==> config.mk <==
export PLATFORM = sky130hd
export DESIGN_NAME = muldiv_unit
export DESIGN_NICKNAME = d
export VERILOG_FILES = /design/src/rtl/muldiv_unit.sv
export SDC_FILE = /design/constraint.sdc
export NUM_CORES = 1
export LEC_CHECK = 0
export BUFFER_PORTS_ARGS = -buffer_cell sky130_fd_sc_hd__clkbuf_2
export CORE_MARGIN = 2
export CORE_UTILIZATION = 50
export CTS_CLUSTER_DIAMETER = 50
export CTS_CLUSTER_SIZE = 20
export DETAILED_ROUTE_END_ITERATION = 7
export PLACE_DENSITY_LB_ADDON = 0.08
export SYNTH_ARGS = -nofsm -noshare
export SYNTH_HDL_FRONTEND = slang
export SYNTH_SLANG_ARGS = --single-unit
==> constraint.sdc <==
create_clock -name clk -period 6.6 [get_ports clk]
set_input_delay 0.99 -clock clk [delete_from_list [all_inputs] [get_ports clk]]
set_output_delay 0.99 -clock clk [all_outputs]
set_load 0.03 [all_outputs]
==> src/rtl/muldiv_unit.sv <==
// Iterative radix-2 multiply/divide unit with HI/LO result registers.
// One step per cycle; sign handled by magnitude in, correction in FIX.
module muldiv_unit #(
    parameter int WIDTH     = 32,
    parameter bit SIGNED_EN = 1'b1
) (
    input  logic             clk,
    input  logic             reset,
    input  logic             start,
    input  logic [1:0]       op,
    input  logic [WIDTH-1:0] rs,
    input  logic [WIDTH-1:0] rt,
    input  logic             mthi,
    input  logic             mtlo,
    input  logic [WIDTH-1:0] wdata,
    output logic [WIDTH-1:0] hi,
    output logic [WIDTH-1:0] lo,
    output logic             busy,
    output logic             done,
    output logic             div_zero
);

    localparam int CW = $clog2(WIDTH);
    localparam int AW = 2 * WIDTH;

    typedef enum logic [1:0] {
        IDLE,
        CALC,
        FIX
    } state_t;

    state_t           state_q, state_d;
    logic [CW-1:0]    cnt_q, cnt_d;
    logic [AW-1:0]    acc_q, acc_d;
    logic [WIDTH-1:0] mag_q, mag_d;
    logic             is_div_q, is_div_d;
    logic             neg_lo_q, neg_lo_d;
    logic             neg_hi_q, neg_hi_d;
    logic             dz_q, dz_d;
    logic [WIDTH-1:0] hi_q, hi_d;
    logic [WIDTH-1:0] lo_q, lo_d;
    logic             done_q, done_d;
    logic             div_zero_q, div_zero_d;

    logic             sgn;
    logic             rs_neg, rt_neg;
    logic [WIDTH-1:0] rs_mag, rt_mag;
    logic [WIDTH:0]   mul_sum;
    logic [AW-1:0]    mul_next;
    logic [WIDTH:0]   rem_sh;
    logic [WIDTH:0]   div_diff;
    logic [AW-1:0]    div_next;
    logic [AW-1:0]    prod_fix;
    logic [WIDTH-1:0] quo_fix, rem_fix;

    // Operand magnitudes; signed ops fall back to unsigned when disabled.
    assign sgn    = SIGNED_EN && !op[0];
    assign rs_neg = sgn & rs[WIDTH-1];
    assign rt_neg = sgn & rt[WIDTH-1];
    assign rs_mag = rs_neg ? -rs : rs;
    assign rt_mag = rt_neg ? -rt : rt;

    // Shift-add: add multiplicand to upper half when LSB set, shift right.
    assign mul_sum  = {1'b0, acc_q[AW-1:WIDTH]}
                    + (acc_q[0] ? {1'b0, mag_q} : '0);
    assign mul_next = {mul_sum, acc_q[WIDTH-1:1]};

    // Restoring divide: acc = {remainder, quotient}, shift left, trial subtract.
    assign rem_sh   = acc_q[AW-1:WIDTH-1];
    assign div_diff = rem_sh - {1'b0, mag_q};
    assign div_next = div_diff[WIDTH]
                    ? {rem_sh[WIDTH-1:0], acc_q[WIDTH-2:0], 1'b0}
                    : {div_diff[WIDTH-1:0], acc_q[WIDTH-2:0], 1'b1};

    assign prod_fix = neg_lo_q ? -acc_q : acc_q;
    assign quo_fix  = neg_lo_q ? -acc_q[WIDTH-1:0] : acc_q[WIDTH-1:0];
    assign rem_fix  = neg_hi_q ? -acc_q[AW-1:WIDTH] : acc_q[AW-1:WIDTH];

    // Next-state and datapath control for IDLE -> CALC -> FIX.
    always_comb begin
        state_d    = state_q;
        cnt_d      = cnt_q;
        acc_d      = acc_q;
        mag_d      = mag_q;
        is_div_d   = is_div_q;
        neg_lo_d   = neg_lo_q;
        neg_hi_d   = neg_hi_q;
        dz_d       = dz_q;
        hi_d       = hi_q;
        lo_d       = lo_q;
        done_d     = 1'b0;
        div_zero_d = 1'b0;
        unique case (state_q)
            IDLE: begin
                if (mthi) hi_d = wdata;
                if (mtlo) lo_d = wdata;
                if (start) begin
                    is_div_d = op[1];
                    cnt_d    = CW'(WIDTH - 1);
                    neg_lo_d = rs_neg ^ rt_neg;
                    neg_hi_d = rs_neg;
                    dz_d     = 1'b0;
                    state_d  = CALC;
                    if (op[1]) begin
                        mag_d = rt_mag;
                        acc_d = {{WIDTH{1'b0}}, rs_mag};
                        if (rt == '0) begin
                            dz_d    = 1'b1;
                            acc_d   = {{WIDTH{1'b0}}, rs};
                            state_d = FIX;
                        end
                    end else begin
                        mag_d = rs_mag;
                        acc_d = {{WIDTH{1'b0}}, rt_mag};
                    end
                end
            end
            CALC: begin
                acc_d = is_div_q ? div_next : mul_next;
                if (cnt_q == '0) state_d = FIX;
                else             cnt_d   = cnt_q - 1'b1;
            end
            FIX: begin
                state_d    = IDLE;
                done_d     = 1'b1;
                div_zero_d = dz_q;
                if (dz_q) begin
                    hi_d = acc_q[WIDTH-1:0];
                    lo_d = '1;
                end else if (is_div_q) begin
                    hi_d = rem_fix;
                    lo_d = quo_fix;
                end else begin
                    hi_d = prod_fix[AW-1:WIDTH];
                    lo_d = prod_fix[WIDTH-1:0];
                end
            end
            default: state_d = IDLE;
        endcase
    end

    // State register with synchronous active-low reset.
    always_ff @(posedge clk) begin
        if (!reset) begin
            state_q    <= IDLE;
            cnt_q      <= '0;
            acc_q      <= '0;
            mag_q      <= '0;
            is_div_q   <= 1'b0;
            neg_lo_q   <= 1'b0;
            neg_hi_q   <= 1'b0;
            dz_q       <= 1'b0;
            hi_q       <= '0;
            lo_q       <= '0;
            done_q     <= 1'b0;
            div_zero_q <= 1'b0;
        end else begin
            state_q    <= state_d;
            cnt_q      <= cnt_d;
            acc_q      <= acc_d;
            mag_q      <= mag_d;
            is_div_q   <= is_div_d;
            neg_lo_q   <= neg_lo_d;
            neg_hi_q   <= neg_hi_d;
            dz_q       <= dz_d;
            hi_q       <= hi_d;
            lo_q       <= lo_d;
            done_q     <= done_d;
            div_zero_q <= div_zero_d;
        end
    end

    assign hi       = hi_q;
    assign lo       = lo_q;
    assign busy     = (state_q != IDLE);
    assign done     = done_q;
    assign div_zero = div_zero_q;

endmodule

==> After elaboration in Yosys (flattened, before gate mapping) <==
Index checks and enable logic that the tools add are counted.
{ "op_classes": {"n_addsub": 8, "n_reduce_logical": 14, "bitwise": 3, "n_eq_ne": 7, "n_mux": 32} }
{ "ops": {"columns": ["cell", "count"], "rows": [
  ["$mux W32", 13],
  ["$mux W64", 5],
  ["$neg A32 Y32", 4],
  ["$pmux W32 S2", 2],
  ["$pmux W64 S2", 1],
  ["$neg A64 Y64", 1],
  ["$add A32 B32 Y33", 1],
  ["$sub A33 B32 Y33", 1],
  ["$logic_not A32 Y1", 1],
  ["$reduce_and A2 Y1", 6],
  ["$mux W5", 2],
  ["$ne A2 B2 Y1 const B", 5],
  ["$pmux W5 S2", 1],
  ["$mux W2", 4],
  ["$reduce_bool A2 Y1", 3],
  ["$logic_not A5 Y1", 1],
  ["$sub A5 B1 Y5 const B", 1],
  ["$pmux W2 S2", 1],
  ["$mux W1", 3],
  ["$reduce_and A3 Y1", 1],
  ["$and A1 B1 Y1", 2],
  ["$eq A2 B1 Y1 const B", 1],
  ["$eq A2 B2 Y1 const B", 1],
  ["$logic_not A2 Y1", 1],
  ["other kinds (2)", 2]
]} }
{ "totals": {"output_inout_bits": 67, "regBits": 173, "word_cells": 76} }

==> Longest topological paths before layout <==
Gate-level depths: netlist of the first run.
{ "depth": {"word_depth": 7, "ltp_mapped": 16, "depth_no_buf": 14} }

==> Worst setup path before layout of the first run <==
OpenSTA, ideal clock, no wires.
{ "synth_timing": {"kind": "in2reg", "from": "input rt[8]", "to": "register acc_q[30]", "required_ns": 6.530, "setup_slack_ns": 3.017, "arrival_ns": 3.513, "cell_stages": 11, "setup_time_ns": 0.070, "cell_sequence": "or4_4 -> or3_1 -> buf_2 -> or3_4 -> or4_4 -> o21ai_1 -> xnor2_1 -> nor2_1 -> a211oi_1 -> a21oi_1 -> a21oi_1"} }
{ "synth_between": {"elab_chain_cells": 5, "elab_cells_between_ends": 7, "classes_between": "add/sub: 1; mux: 5; reduce/logical: 1"} }
{ "synth_lines": {"columns": ["element", "line", "source"], "rows": [
  ["start: declaration", "12", "input logic [WIDTH-1:0] rt,"],
  ["$neg A32 Y32 or $logic_not A32 Y1 (tied branches)", "61, 107", null],
  ["$mux W32, on equally long branches", "61, 107", null],
  ["$mux W64 (*)", "104", "if (op[1]) begin"],
  ["$mux W64 (*)", "97", "if (start) begin"],
  ["$pmux W64 S2 (*)", "93", "unique case (state_q)"],
  ["end signal: assignment", "147", "acc_q <= '0;"],
  ["end signal: assignment", "160", "acc_q <= acc_d;"],
  ["end: declaration", "34", "logic [AW-1:0] acc_q, acc_d;"]
]} }
Mark *: on every way between the ends. The rest lies on a longest branch, timed or not. The select of a mux whose other input is x is not followed.
A chain may end at the register's enable or synchronous reset.

==> Final worst setup path of the first run <==
{ "layout_timing": {"from": "register acc_q[31]", "to": "register acc_q[39]"} }
{ "layout_between": {"elab_chain_cells": 4} }
{ "layout_lines": {"columns": ["element", "line", "source"], "rows": [
  ["$sub A33 B32 Y33", "70", "assign div_diff = rem_sh - {1'b0, mag_q};"],
  ["$mux W64", "72", "? {rem_sh[WIDTH-1:0], acc_q[WIDTH-2:0], 1'b0}"],
  ["$mux W64", "119", "acc_d = is_div_q ? div_next : mul_next;"],
  ["$pmux W64 S2", "93", null]
]} }
No other way between the ends.

==> impl_metrics.env, run 1 <==
export IMPL_tns_ps=0
export IMPL_start_kind="flip-flop"
export IMPL_yosys_top_cells_area="dfxtp_1, xnor2_1, a21oi_1"
export IMPL_skew_ps=19.2
export IMPL_antenna_found_initial=0
export IMPL_synth_top_area_share_pct=23.0
export IMPL_hp_class="flip-flop to flip-flop"
export IMPL_via_per_inst=6.39
export IMPL_clkLatencyLatePin_ps=470
export IMPL_multi_input_area_um2=10900
export IMPL_outcome="finished, final reports clean"
export IMPL_synth_nets=2253
export IMPL_io_pins=170
export IMPL_dieWidth_um=178
export IMPL_cts_made_buffers=17
export IMPL_diodes=0
export IMPL_finalHoldViolCount=0
export IMPL_holdWs_ps=456
export IMPL_core_region_area_um2=29600
export IMPL_finalCritPeriodShare_pct=67.7
export IMPL_power_density_nw_per_um2=208
export IMPL_post_dp_cell_area_um2=16100
export IMPL_cts_htree_levels=4
export IMPL_portBuffers=169
export IMPL_final_net_count=2326
export IMPL_start_util_pct=50.9
export IMPL_place_ws_ps=2250
export IMPL_grtUsageTotal_pct=35.6
export IMPL_setup_slack_ps=2130
export IMPL_via_count=16300
export IMPL_layout_cells_non_filler=2554
export IMPL_period_needed_ps=4470
export IMPL_max_slew_margin_pct=20.4
export IMPL_drtAntennaViolNets=0
export IMPL_required_ps=6990
export IMPL_regArea_um2=3460
export IMPL_cts_tree="built"
export IMPL_synth_area_um2=15100
export IMPL_synthToLayoutAreaGrowth_pct=10.9
export IMPL_hp_start="lo[16]"
export IMPL_slew_viol_final=0
export IMPL_yosysSeqAreaShare_pct=23.0
export IMPL_cts_sinks=173
export IMPL_grt_pass1_wl_um=86400
export IMPL_worstSetupPathType="flip-flop to flip-flop"
export IMPL_cts_setup_buffers=0
export IMPL_fillers=2923
export IMPL_detail_route_drc_violations=0
export IMPL_dieArea_um2=31600
export IMPL_first_pass_iters=5
export IMPL_synth_common_cells="nor2_1, nand2_1, a21oi_1"
export IMPL_postLayoutCellArea_um2=16700
export IMPL_drive_gt1_share_pct=12.6
export IMPL_worst_slew_pin_slew_ps=1190
export IMPL_power_leakage_uw=0.00687
export IMPL_rsz0062_at_grt="false"
export IMPL_synth_edf_count=0
export IMPL_grt_pass1_vias=14500
export IMPL_async_reset_ff_share_pct=0
export IMPL_dieHeight_um=178
export IMPL_grt_overflow=0
export IMPL_gp_congestion=1.01
export IMPL_core_rowCount=63
export IMPL_clockBufferDepth=2
export IMPL_worstPathArrival_ps=4850
export IMPL_synth_cells=2078
export IMPL_post_cts_resized=0
export IMPL_setup_viol=0
export IMPL_worstSetupStartpoint="acc_q[31]"
export IMPL_worstPathMaxFanout=24
export IMPL_hpwl_um=43600
export IMPL_crit_path_end_kind="flip-flop"
export IMPL_hold_buffers=0
export IMPL_synth_seq_cells=173
export IMPL_synth_warnings=0
export IMPL_wl_per_cell_um=22.4
export IMPL_synth_distinct_cells=74
export IMPL_clockRootBuffer="clkbuf_16"
export IMPL_peakVddDrop_mv=0.183
export IMPL_synth_flop_cell="dfxtp_1"
export IMPL_grt_max_degree=84
export IMPL_max_freq_ghz=0.224
export IMPL_yosysMostFrequentCell="nor2_1"
export IMPL_rr_startpoint="acc_q[31]"
export IMPL_syn_area_per_cell_um2=7.26
export IMPL_drt_initial_drc_count=1752
export IMPL_wl_um=57300
export IMPL_dp_cells=2522
export IMPL_synth_top_area_cell="dfxtp_1"
export IMPL_drv_cap=0
export IMPL_clkSlewWorstSetupHoldPaths_ps=80
==> state kept, by name, summed over array words and instances (netlist names), 2 cells and up <==
name	flops
acc_q	64
cnt_q	5
hi	32
lo	32
mag_q	32
state_q	2
==> layer usage <==
layer | vias up | part of all wire (%) | routed length (um) | global-route usage (%)
met5 | - | 0 | 0 | 0
met4 | 0 | 3.3 | 1920 | 13.0
met3 | 98 | 8.8 | 5020 | 6.06
met2 | 817 | 43 | 24400 | 52.9
met1 | 7718 | 45 | 25900 | 51.3
li1 | 7695 | - | - | -
==> cells by family after synthesis <==
logic type               count (synthesis)  share of synthesized area (%)
AO/OA/AOI/OAI                          675                           28.5
XOR/XNOR                               192                           11.2
adder cells (fa/ha/maj)                 72                           6.07
buffers and inverters                  206                           5.20
flip-flops                             173                           23.0
multiplexers                            72                           4.88
AND/OR/NAND/NOR                        688                           21.2
==> power breakdown <==
group          total (uW)  switching (uW)  leakage [uW]  internal (uW)
clock network        1070             550      0.000294            517
logic                1140             732       0.00515            410
registers            1260             134       0.00142           1130
total                3470            1410       0.00687           2060
==> critical path, stage by stage (launching register included) <==
cell       delay, ps
dfxtp_1          490
inv_1            130
ha_1             240
fa_1             410
nor2b_1          180
o2111ai_1        160
nand3_1          130
a31oi_1          150
o211a_1          340
o21ai_1          380
a21o_1           260
nand3_2          610
buf_4            470
o31a_1           310
o21ai_1          120
==> placed cells by master (no fill, tap or decap), drive strengths merged, types with 17 or more instances in the layout <==
cell      n
nor2    221
nand2   207
a21oi   194
clkbuf  186
o21ai   180
dfxtp   173
xnor2   114
xor2     78
inv      72
ha       70
mux2i    60
nor3     55
nand3    43
o211ai   37
o221ai   36
or3      31
nand2b   28
a22oi    26
a211oi   26
buf      26
o31ai    23
a22o     22
a221oi   20
a21o     20
nor4     17
==> stage by stage <==
stage | total power (uW) | util, %
4_1_cts | 3440 | 56.4
2_1_floorplan | 2020 | -
6_report | 3470 | 56.4
3_3_place_gp | 2380 | 54.3
3_5_place_dp | 2390 | 54.3
5_1_grt | 3610 | 56.4
==> area by class of cell <==
| class | count | area share, % |
|---|---|---|
| multi-input combinational | 1699 | 65.0 |
| sequential | 173 | 20.7 |
| timing repair buffer | 195 | 6.23 |
| tap | 390 | 2.92 |
| clock buffer | 17 | 2.54 |
| inverter | 65 | 1.46 |
| clock inverter | 15 | 1.14 |
==> final timing paths <==
kind / endpoint / slack, ps / depth (start not counted)
max: acc_q[39] / 2130 / 14
min: lo[16] / 460 / 2
max reg2reg: acc_q[39] / 2130 / 14
min reg2reg: lo[16] / 460 / 2
No activity file was read; power rests on OpenSTA's default activity.
==> inputs of run 2 (changes only) <==
Settings changed: ABC_AREA set to 1.
Clock period 6.6 ns to 4.2 ns, I/O delays scaled along.
==> run 2 against run 1 <==
Effect of this change:
- clock skew shrank 3.5 ps
- routed wire length rose by 39%
- cell area grew 20%
- sequential share of layout area fell by 3.4 points
- global-route usage rose by 4.9 points
- power rose by 100%
- largest power group is now combinational cells
- register-to-register slack got worse by 1400 ps
- via count grew 43%
- critical endpoint is now acc_q[62]
- clock power increased by 60%
- die area up 21%
==> impl_metrics.env, run 2 <==
export IMPL_yosys_top_cells_area="nand2_1, dfxtp_1, a21oi_1"
export IMPL_dieHeight_um=195
export IMPL_hpwl_um=63900
export IMPL_synth_seq_cells=173
export IMPL_synth_distinct_cells=52
export IMPL_synth_flop_cell="dfxtp_1"
export IMPL_first_pass_iters=6
export IMPL_cts_htree_levels=4
export IMPL_cts_made_buffers=17
export IMPL_gp_congestion=1.05
export IMPL_reg2reg_to="acc_q[62]"
export IMPL_rsz0062_at_grt="false"
export IMPL_dieArea_um2=38200
export IMPL_detail_route_drc_violations=0
export IMPL_power_leakage_uw=0.0101
export IMPL_core_region_area_um2=36300
export IMPL_antenna_found_initial=2
export IMPL_worst_slew_pin_slew_ps=1080
export IMPL_grt_overflow=0
export IMPL_period_needed_ps=3430
export IMPL_worstSetupPathType="flip-flop to flip-flop"
export IMPL_clkPwrFrac_pct=24.2
export IMPL_grtUsageTotal_pct=40.5
export IMPL_clockBufferDepth=2
export IMPL_yosysSeqAreaShare_pct=18.9
export IMPL_worstHoldPathCells=3
export IMPL_start_util_pct=50.4
export IMPL_synth_nets=3518
export IMPL_min_to="hi[10]"
export IMPL_finalHoldViolCount=0
export IMPL_synth_edf_count=0
export IMPL_synth_warnings=0
export IMPL_setup_viol=0
export IMPL_finalCritPeriodShare_pct=81.8
export IMPL_post_cts_resized=0
export IMPL_core_rowCount=70
export IMPL_outcome="finished, final reports clean"
export IMPL_cts_setup_buffers=0
export IMPL_most_common_layout_cells="nand2_1, inv_1, a21oi_1, nor2_1, nand3_1"
export IMPL_layout_commonest_cell="nand2_1"
export IMPL_combinationalPowerShare_pct=46.7
export IMPL_max_freq_ghz=0.291
export IMPL_drt_initial_drc_count=2987
export IMPL_grt_busiest_layer="met2"
export IMPL_portBuffers=169
export IMPL_clockRootBuffer="clkbuf_16"
export IMPL_cts_tree="built"
export IMPL_via_count=23300
export IMPL_switching_share_pct=48.7
export IMPL_clkSlewWorstSetupHoldPaths_ps=80
export IMPL_hold_buffers=0
export IMPL_synth_area_um2=18300
export IMPL_power_density_nw_per_um2=352
export IMPL_syn_area_per_cell_um2=5.48
export IMPL_synth_common_cells="nand2_1, inv_1, a21oi_1"
export IMPL_slew_viol_final=0
export IMPL_drv_cap=0
export IMPL_wl_um=79900
export IMPL_hp_start="wdata[10]"
export IMPL_wl_per_cell_um=20.4
export IMPL_dieWidth_um=195
export IMPL_internal_power_uw=3610
export IMPL_max_slew_margin_pct=27.8
export IMPL_reg2regPathDepth=18
export IMPL_async_reset_ff_share_pct=0
export IMPL_clkLatencyLatePin_ps=450
export IMPL_met3_usage_pct=8.24
export IMPL_top_register="acc_q"
export IMPL_grt_max_degree=71
export IMPL_synth_top_area_cell="nand2_1"
export IMPL_rr_startpoint="acc_q[31]"
export IMPL_met2_usage_pct=60.5
export IMPL_switchingPower_uw=3430
export IMPL_synth_top_area_share_pct=19.5
export IMPL_start_kind="flip-flop"
export IMPL_skew_ps=15.6
export IMPL_drive_gt1_share_pct=8.58
export IMPL_grt_pass1_wl_um=120000
export IMPL_yosysMostFrequentCell="nand2_1"
export IMPL_tns_ps=0
export IMPL_crit_path_end_kind="flip-flop"
export IMPL_drtAntennaViolNets=0
export IMPL_r2r_slack_ps=770
export IMPL_worstPathArrival_ps=3800
export IMPL_grt_pass1_vias=20500
export IMPL_required_ps=4570
export IMPL_peakVddDrop_mv=0.233
export IMPL_cts_sinks=173
export IMPL_synth_cells=3343
export IMPL_largest_reg_flops=64
export IMPL_worstPathMaxFanout=32
export IMPL_synthToLayoutAreaGrowth_pct=9.33
export IMPL_grt_use_met1_pct=57.5
export IMPL_p_seq_share_pct=29.0
export IMPL_io_pins=170
export IMPL_hp_class="input pin to flip-flop"
export IMPL_via_per_inst=5.96
export IMPL_holdWs_ps=481
export IMPL_final_net_count=3601
[run 2: changes by cell type in the layout (fill, tap and decap cells not counted), moves of 25 or more]
cell      previous run  this run
xnor2_1            114        11
a21oi_1            194       351
mux2i_1             60         0
or3_1               30         0
o21ai_0            170       277
inv_1               64       421
xor2_1              78        53
o221ai_1            36         7
nand2b_1            28         0
nand2_1            207       954
nor2_1             219       337
nand3_1             42       285
[run 2: per-stage QoR]
stage,area (um^2),worst slack [ps],instances,utilization [%],power [uW]
global route,20000,621,3907,55.1,7430
finish,20000,766,3908,55.1,7040
detailed placement,19400,884,3875,53.4,5250
floorplan,18300,1580,3343,-,4260
CTS,20000,908,3907,55.1,6930
global placement,19400,864,3875,53.4,5220
[run 2: cell type report]
cell class                      instances  area [um^2]
Inverter                              436         1640
Fill cell                            3885        16300
Clock inverter                         15          196
Tap cell                              468          586
Sequential cell                       173         3470
Multi-Input combinational cell       2597        12600
Antenna cell                            1         2.50
Clock buffer                           17          425
Timing Repair Buffer                  201         1090
[run 2: logic make-up (layout without fill, tap and decap cells)]
family,count (synthesis),count (layout),synth area share (%)
and+or+nand+nor,1717,1717,39.2
AOI/OAI and AO/OA,744,744,21.6
buffers and inverters,573,669,12.2
DFF,173,173,18.9
adders and majority gates,72,72,5.00
xor gates and xnor gates,64,64,3.06
other,0,1,0
[run 2: per-layer routing]
layer | vias to the layer above | part of all wire (%) | wire (um)
li1 | 11000 | - | -
met1 | 10500 | 42 | 33900
met2 | 1534 | 42 | 33200
met3 | 179 | 12 | 9650
met4 | 0 | 3.9 | 3120
met5 | - | 0 | 0
[run 2: worst max path at each step]
stage / from / cells past startpoint / slack [ps] / end
2_1_floorplan: acc_q[0] / 19 / 1580 / acc_q[59]
3_3_place_gp: rt[0] / 13 / 860 / acc_q[17]
3_5_place_dp: rt[0] / 13 / 880 / acc_q[17]
4_1_cts: acc_q[31] / 18 / 910 / acc_q[51]
5_1_grt: acc_q[31] / 18 / 620 / acc_q[62]
6_report: acc_q[31] / 18 / 770 / acc_q[62]
[run 2: power by group through the flow]
stage / clock network, uW / logic [uW] / registers [uW]
final: 1710 / 3290 / 2040
after global routing: 1760 / 3610 / 2050
after floorplan: 0 / 2160 / 2090
after global placement: 0 / 3160 / 2060
after CTS: 1700 / 3200 / 2030
after detailed placement: 0 / 3180 / 2060
[run 2: critical path, cell delays in order, from the launching register on]
cell	delay, ps
dfxtp_1	430
inv_1	190
ha_1	290
fa_1	420
inv_1	130
nand2_1	60
nand2_1	100
nand3_1	80
nand2_1	110
nand2_1	70
nand2_2	110
nand2_2	80
nand2_2	70
nand2_2	60
nand2_2	470
nand3_1	200
nand3_1	220
nand2_1	90
a21oi_1	170
